<file path="config.mk">
export PLATFORM = sky130hd
export DESIGN_NAME = read_line_assembler
export DESIGN_NICKNAME = d
export VERILOG_FILES = /design/src/rtl/read_line_assembler.sv
export SDC_FILE = /design/constraint.sdc
export NUM_CORES = 1
export LEC_CHECK = 0
export CAP_MARGIN = 40
export CORE_UTILIZATION = 59
export DETAILED_ROUTE_END_ITERATION = 12
export PLACE_DENSITY = 0.84
export SLEW_MARGIN = 20
export SYNTH_ARGS = -nofsm -noshare
export SYNTH_HDL_FRONTEND = slang
export SYNTH_SLANG_ARGS = --single-unit
</file>
<file path="constraint.sdc">
create_clock -name clock -period 2.1 [get_ports clock]
set_input_delay 0.21 -clock clock [delete_from_list [all_inputs] [get_ports clock]]
set_output_delay 0.21 -clock clock [all_outputs]
set_load 0.01 [all_outputs]
</file>
<file path="src/rtl/read_line_assembler.sv">
// Assembles BL/2 deserialized words into one read line. Each line is tagged with
// the address of the READ that produced it; the capture window is timed from rd_issue.
module read_line_assembler #(
  parameter int unsigned BW  = 8,
  parameter int unsigned BL  = 8,
  parameter int unsigned LAT = 6,
  parameter int unsigned AW  = 27
) (
  input  logic               clock,
  input  logic               reset_n,
  input  logic               rd_issue,
  input  logic [AW-1:0]      rd_addr,
  input  logic [2*BW-1:0]    word_in,
  output logic [BW*BL-1:0]   rd_data,
  output logic [AW-1:0]      rd_addr_out,
  output logic               rd_valid,
  output logic               busy,
  output logic               overlap_err
);

  localparam int unsigned WW = 2 * BW;
  localparam int unsigned NW = BL / 2;
  localparam int unsigned KW = (NW > 1) ? $clog2(NW) : 1;
  localparam logic [KW-1:0] LAST = KW'(NW - 1);

  typedef enum logic {IDLE, COLLECT} state_t;

  state_t              state;
  logic [KW-1:0]       k;
  logic [BW*BL-1:0]    line_buf;
  logic [BW*BL-1:0]    next_line;
  logic [AW-1:0]       tag;
  logic                start;
  logic [AW-1:0]       start_addr;
  logic                pipe_busy;

  // The FSM reacts to start one clock before the first word, so the final stage of
  // the latency line is the combinational tap on the last register (LAT-1 registers).
  if (LAT == 1) begin : g_no_pipe
    assign start      = rd_issue;
    assign start_addr = rd_addr;
    assign pipe_busy  = 1'b0;
  end else begin : g_pipe
    logic [LAT-2:0] pv;
    logic [AW-1:0]  pa [LAT-1];

    always_ff @(posedge clock) begin
      if (!reset_n) begin
        pv <= '0;
      end else begin
        pv[0] <= rd_issue;
        for (int unsigned i = 1; i < LAT - 1; i++) pv[i] <= pv[i-1];
      end
    end

    always_ff @(posedge clock) begin
      pa[0] <= rd_addr;
      for (int unsigned i = 1; i < LAT - 1; i++) pa[i] <= pa[i-1];
    end

    assign start      = pv[LAT-2];
    assign start_addr = pa[LAT-2];
    assign pipe_busy  = |pv;
  end

  always_comb begin
    next_line = line_buf;
    for (int unsigned i = 0; i < NW; i++) begin
      if (k == KW'(i)) next_line[i*WW +: WW] = word_in;
    end
  end

  always_ff @(posedge clock) begin
    if (!reset_n) begin
      state       <= IDLE;
      k           <= '0;
      line_buf    <= '0;
      tag         <= '0;
      rd_data     <= '0;
      rd_addr_out <= '0;
      rd_valid    <= 1'b0;
      overlap_err <= 1'b0;
    end else begin
      rd_valid <= 1'b0;
      if (state == COLLECT) begin
        line_buf <= next_line;
        if (k == LAST) begin
          rd_data     <= next_line;
          rd_addr_out <= tag;
          rd_valid    <= 1'b1;
          state       <= IDLE;
          k           <= '0;
        end else begin
          k <= k + KW'(1);
        end
      end
      // A start on the final word chains seamlessly; any earlier start aborts the line.
      if (start) begin
        if (state == COLLECT && k != LAST) overlap_err <= 1'b1;
        if (state == COLLECT && k != LAST) rd_valid <= 1'b0;
        state <= COLLECT;
        k     <= '0;
        tag   <= start_addr;
      end
    end
  end

  assign busy = pipe_busy | (state == COLLECT);

endmodule

</file>
==> results.txt <==
----------------------------------------------------
[STA]
  Setup TNS Final ... 0 ps
  Final clock skew ... 14.38 ps
  Setup slack after layout ... 111.6 ps
  Count of endpoints failing hold in the final timing report ... 0
  Shortest clock period the worst path allows after layout ... 1988 ps
  Count of pins over their slew limit ... 0
  Unrepaired setup endpoints after global routing ... no
  Fmax achieved ... 502.9 MHz
  Final count of negative-setup-slack endpoints ... 0
  Part of the cycle the worst path needs ... 94.68%
  Worst Tran Pin Value ... 555.2 ps
  Worst rel slew slack ... 62.87%

[Pwr]
  Power density over the cells ... 909.7 nW/um2
  Clock power frac ... 45.5%
  Combinational share of power ... 2.5%
  Leakage power ... 4.804 nW
  Internal power ... 9.780 mW
  Fraction of power spent switching nets ... 20.32%
  Worst IR drop on VDD ... 0.9733 mV
  Portion of total power attributed to sequential cells ... 52.0%
  Switching power of the nets ... 2.494 mW

[Status]
  Status ... complete, no violations

[Global route]
  Vias in the first global route ... 6794
  Wire length of the first global-routing pass ... 34.60 mm
  Largest net degree at the start of global routing ... 97
  Gr ovfl total ... 0
  Total global-route track usage ... 23.08%
  Antenna violations before repair ... 0

[Worst setup path]
  Master of the slowest instance on the critical path ... clkdlybuf4s50_1
  Crit start category ... register
  Req. time, crit path ... 1890 ps
  Kind of end point of the critical path ... output port
  Arrival @ worst endpoint ... 1780 ps
  Cell-by-cell trace of the critical path ... nor4_1 > nand2_1 > clkdlybuf4s50_1
  Setup CP Type ... reg -> out
  Largest fanout on the critical path ... 2
  Slowest stage delay, CP ... 510 ps

[Flow run]
  Max-cap viol count ... 0

[Yosys]
  Number of distinct library cells after synthesis ... 24
  Register area share after synthesis ... 60.01%
  Count of synthesis-stage warnings from yosys ... 0
  Mapped Area ... 10910 um2
  Post-Syn Area per Cell ... 11.09 um2
  Mux contribution to synthesized area ... 8.441%
  Cell taking the most area after synthesis ... dfxtp_1
  Yosys reg bits ... 327
  Synthesized instance count ... 984
  Post-synthesis xor/xnor area fraction ... 0%
  Main combinational cell family by area after synthesis ... compound AO/OA/AOI/OAI gates
  Share of Yosys cell area claimed by the top area cell type ... 60.01%
  Area share of and/or/nand/nor cells after synthesis ... 5.987%
  Share of synthesized cell area in full adder, half adder and majority cells ... 0.5735%
  Net count of the mapped netlist ... 1035
  Compound-gate portion of the synthesized area ... 20.03%
  Biggest area contributors in the synthesized netlist ... dfxtp_1 (60%), mux2i_1 (8.4%), a21bo_2 (8.3%)

[Place]
  Detailed placer's ending HPWL ... 13.36 mm
  Post-placement setup slack ... 322.5 ps
  IO buf count ... 139
  RePlAce Congestion ... 0.7381

[Detailed routing]
  Via density per instance ... 5.571
  Vias ... 7415
  Routed WL per cell ... 16.56 um
  Detailed-routing iteration count for the pre-antenna-repair pass ... 5
  Violation count after the first detailed-routing iteration ... 607
  Detail Route Antenna Nets ... 0
  Drt drc ... 0
  Total wire length after detailed routing ... 22.04 mm

[Clock tree]
  Clock tree root buffer cell ... clkbuf_16
  Deepest clock path buffer count ... 3
  Count of hold-fix buffers inserted at cts ... 0
  Clock buffers created by TritonCTS ... 30
  Clock tree from TritonCTS ... built
  Clock tree sinks ... 327
  Resized Gates After CTS ... 0
  Max H-tree Level ... 1
  Clock slew at the register clock pins of the worst setup and hold paths ... 60 ps
  Clock Latency Late Sink ... 550 ps

[Final layout]
  Area grow syn2layout ... 23.68%
  Total Nets Final ... 1130
  Proportion of layout cells with a drive suffix above 1 ... 16.79%
  Count of filler cells inserted in the layout ... 1256
  # diodes ... 0

[Floorplanning]
  FP Rows ... 49
  Starting density of the core ... 60.52%
  Core Footprint ... 18020 um2
  I/O Pins ... 140
  Vert. Die Dim ... 138.0 um
  Chip Width ... 138.0 um
  Die area ... 19040 um2

[Min path]
  Worst Hold Class ... in -> reg

----------------------------------------------------
-- metrics by stage --
stage / util (%) / instances / power, mW / area, um2 / hold WS, ps
after floorplan: - / 984 / 6.658 / 10910 / 237.7
after global placement: 68.87 / 1274 / 6.813 / 12410 / 309.5
after detailed placement: 69.03 / 1275 / 6.828 / 12440 / 312.1
after CTS: 74.82 / 1330 / 12.37 / 13490 / 79.97
after global routing: 74.86 / 1331 / 12.66 / 13490 / 88.06
final: 74.86 / 1331 / 12.27 / 13490 / 100.1
-- worst max-delay path, delay by kind of cell, from the launching register on --
kind | cells | cell delay, ps
flops | 1 | 310
simple gates | 2 | 410
buf+inv | 1 | 510
-- cell type report --
cell class | instances | area (um2) | share of cell area [%]
Sequential cell | 327 | 6551 | 48.55
Clock inverter | 17 | 212.7 | 1.576
Inverter | 4 | 20.02 | 0.1484
Multi-Input combinational cell | 544 | 3845 | 28.50
Tap cell | 229 | 286.5 | 2.124
Clock buffer | 38 | 830.8 | 6.157
Timing Repair Buffer | 172 | 1747 | 12.95
-- timing repair --
| item | in CTS | in global routing |
|---|---|---|
| hold endpoints to repair | 0 | 0 |
| setup buffers | 0 | 1 |
| setup endpoints to repair | 0 | 1 |
-- final timing paths --
kind	endpoint	slack [ps]	depth (start not counted)	start
setup / recovery	busy	110	3	g_pipe.pv[1]
hold / removal	g_pipe.pa[0][15]	100	1	rd_addr[15]
setup reg to reg	rd_data[39]	320	5	k[0]
hold reg to reg	g_pipe.pa[2][13]	320	0	g_pipe.pa[1][13]
-- synth_stat cells (all sizes together) --
library cell / n
or3b: 1
nand3b: 1
a211oi: 64
and2: 6
nand2: 1
nor4: 1
mux2i: 92
nor2: 29
buf: 74
nand2b: 2
and3: 1
nor2b: 1
inv: 4
a21bo: 91
ha: 5
dfxtp: 327
o21a: 1
nand3: 91
a21oi: 157
clkbuf: 35
-- layer usage --
metal / up-vias / track usage (%) / share of wire, %
met5: - / 0 / 0
met4: 0 / 7.126 / 2.2
met3: 36 / 4.569 / 5.8
met2: 199 / 39.03 / 48
met1: 3526 / 29.67 / 44
li1: 3654 / - / -
-- cell families (layout without fill, tap and decap cells) --
group,count (synthesis),in the layout
AOI/OAI and AO/OA,313,313
adders and majority gates,5,5
buffers and inverters,113,231
DFF,327,327
muxes,92,92
and+or+nand+nor,134,134
-- cell usage in the layout, fill, tap and decap left out --
cell type	Yosys	layout
dfxtp_1	327	325
a21oi_1	157	157
clkdlybuf4s50_1	0	139
mux2i_1	92	92
nand3_1	91	91
a21bo_2	91	91
a211oi_1	64	64
clkbuf_16	0	30
nor2_1	29	29
buf_4	10	25
buf_12	0	7
clkinv_2	0	6
and2_1	6	5
clkbuf_8	0	5
clkinvlp_4	0	5
ha_2	0	4
bufinv_16	0	4
inv_1	4	3
clkbuf_1	34	3
nand2b_1	2	2
nor4_1	1	1
nand2_1	1	1
inv_6	0	1
and2_2	0	1
or3b_1	1	1
and3_1	1	1
nand3b_1	1	1
nor2b_1	1	1
o21a_1	1	1
ha_4	0	1
clkinv_8	0	1
clkinv_4	0	1
dfxtp_2	0	1
buf_16	0	1
dfxtp_4	0	1
-- flip-flops by register name, indices dropped and copies added (netlist names) --
name         count
rd_data         64
k                2
rd_valid         1
rd_addr_out     27
tag             27
line_buf        64
state            1
g_pipe.pa      135
overlap_err      1
g_pipe.pv        5
-- power by group through the flow --
| stage | clock [mW] | combinational, mW | sequential (mW) |
|---|---|---|---|
| after global placement | 0 | 0.297 | 6.52 |
| after global routing | 5.94 | 0.326 | 6.40 |
| after detailed placement | 0 | 0.302 | 6.53 |
| after floorplan | 0 | 0.148 | 6.51 |
| after CTS | 5.68 | 0.305 | 6.39 |
| final | 5.58 | 0.309 | 6.39 |
(Power assumes the default switching activity.)
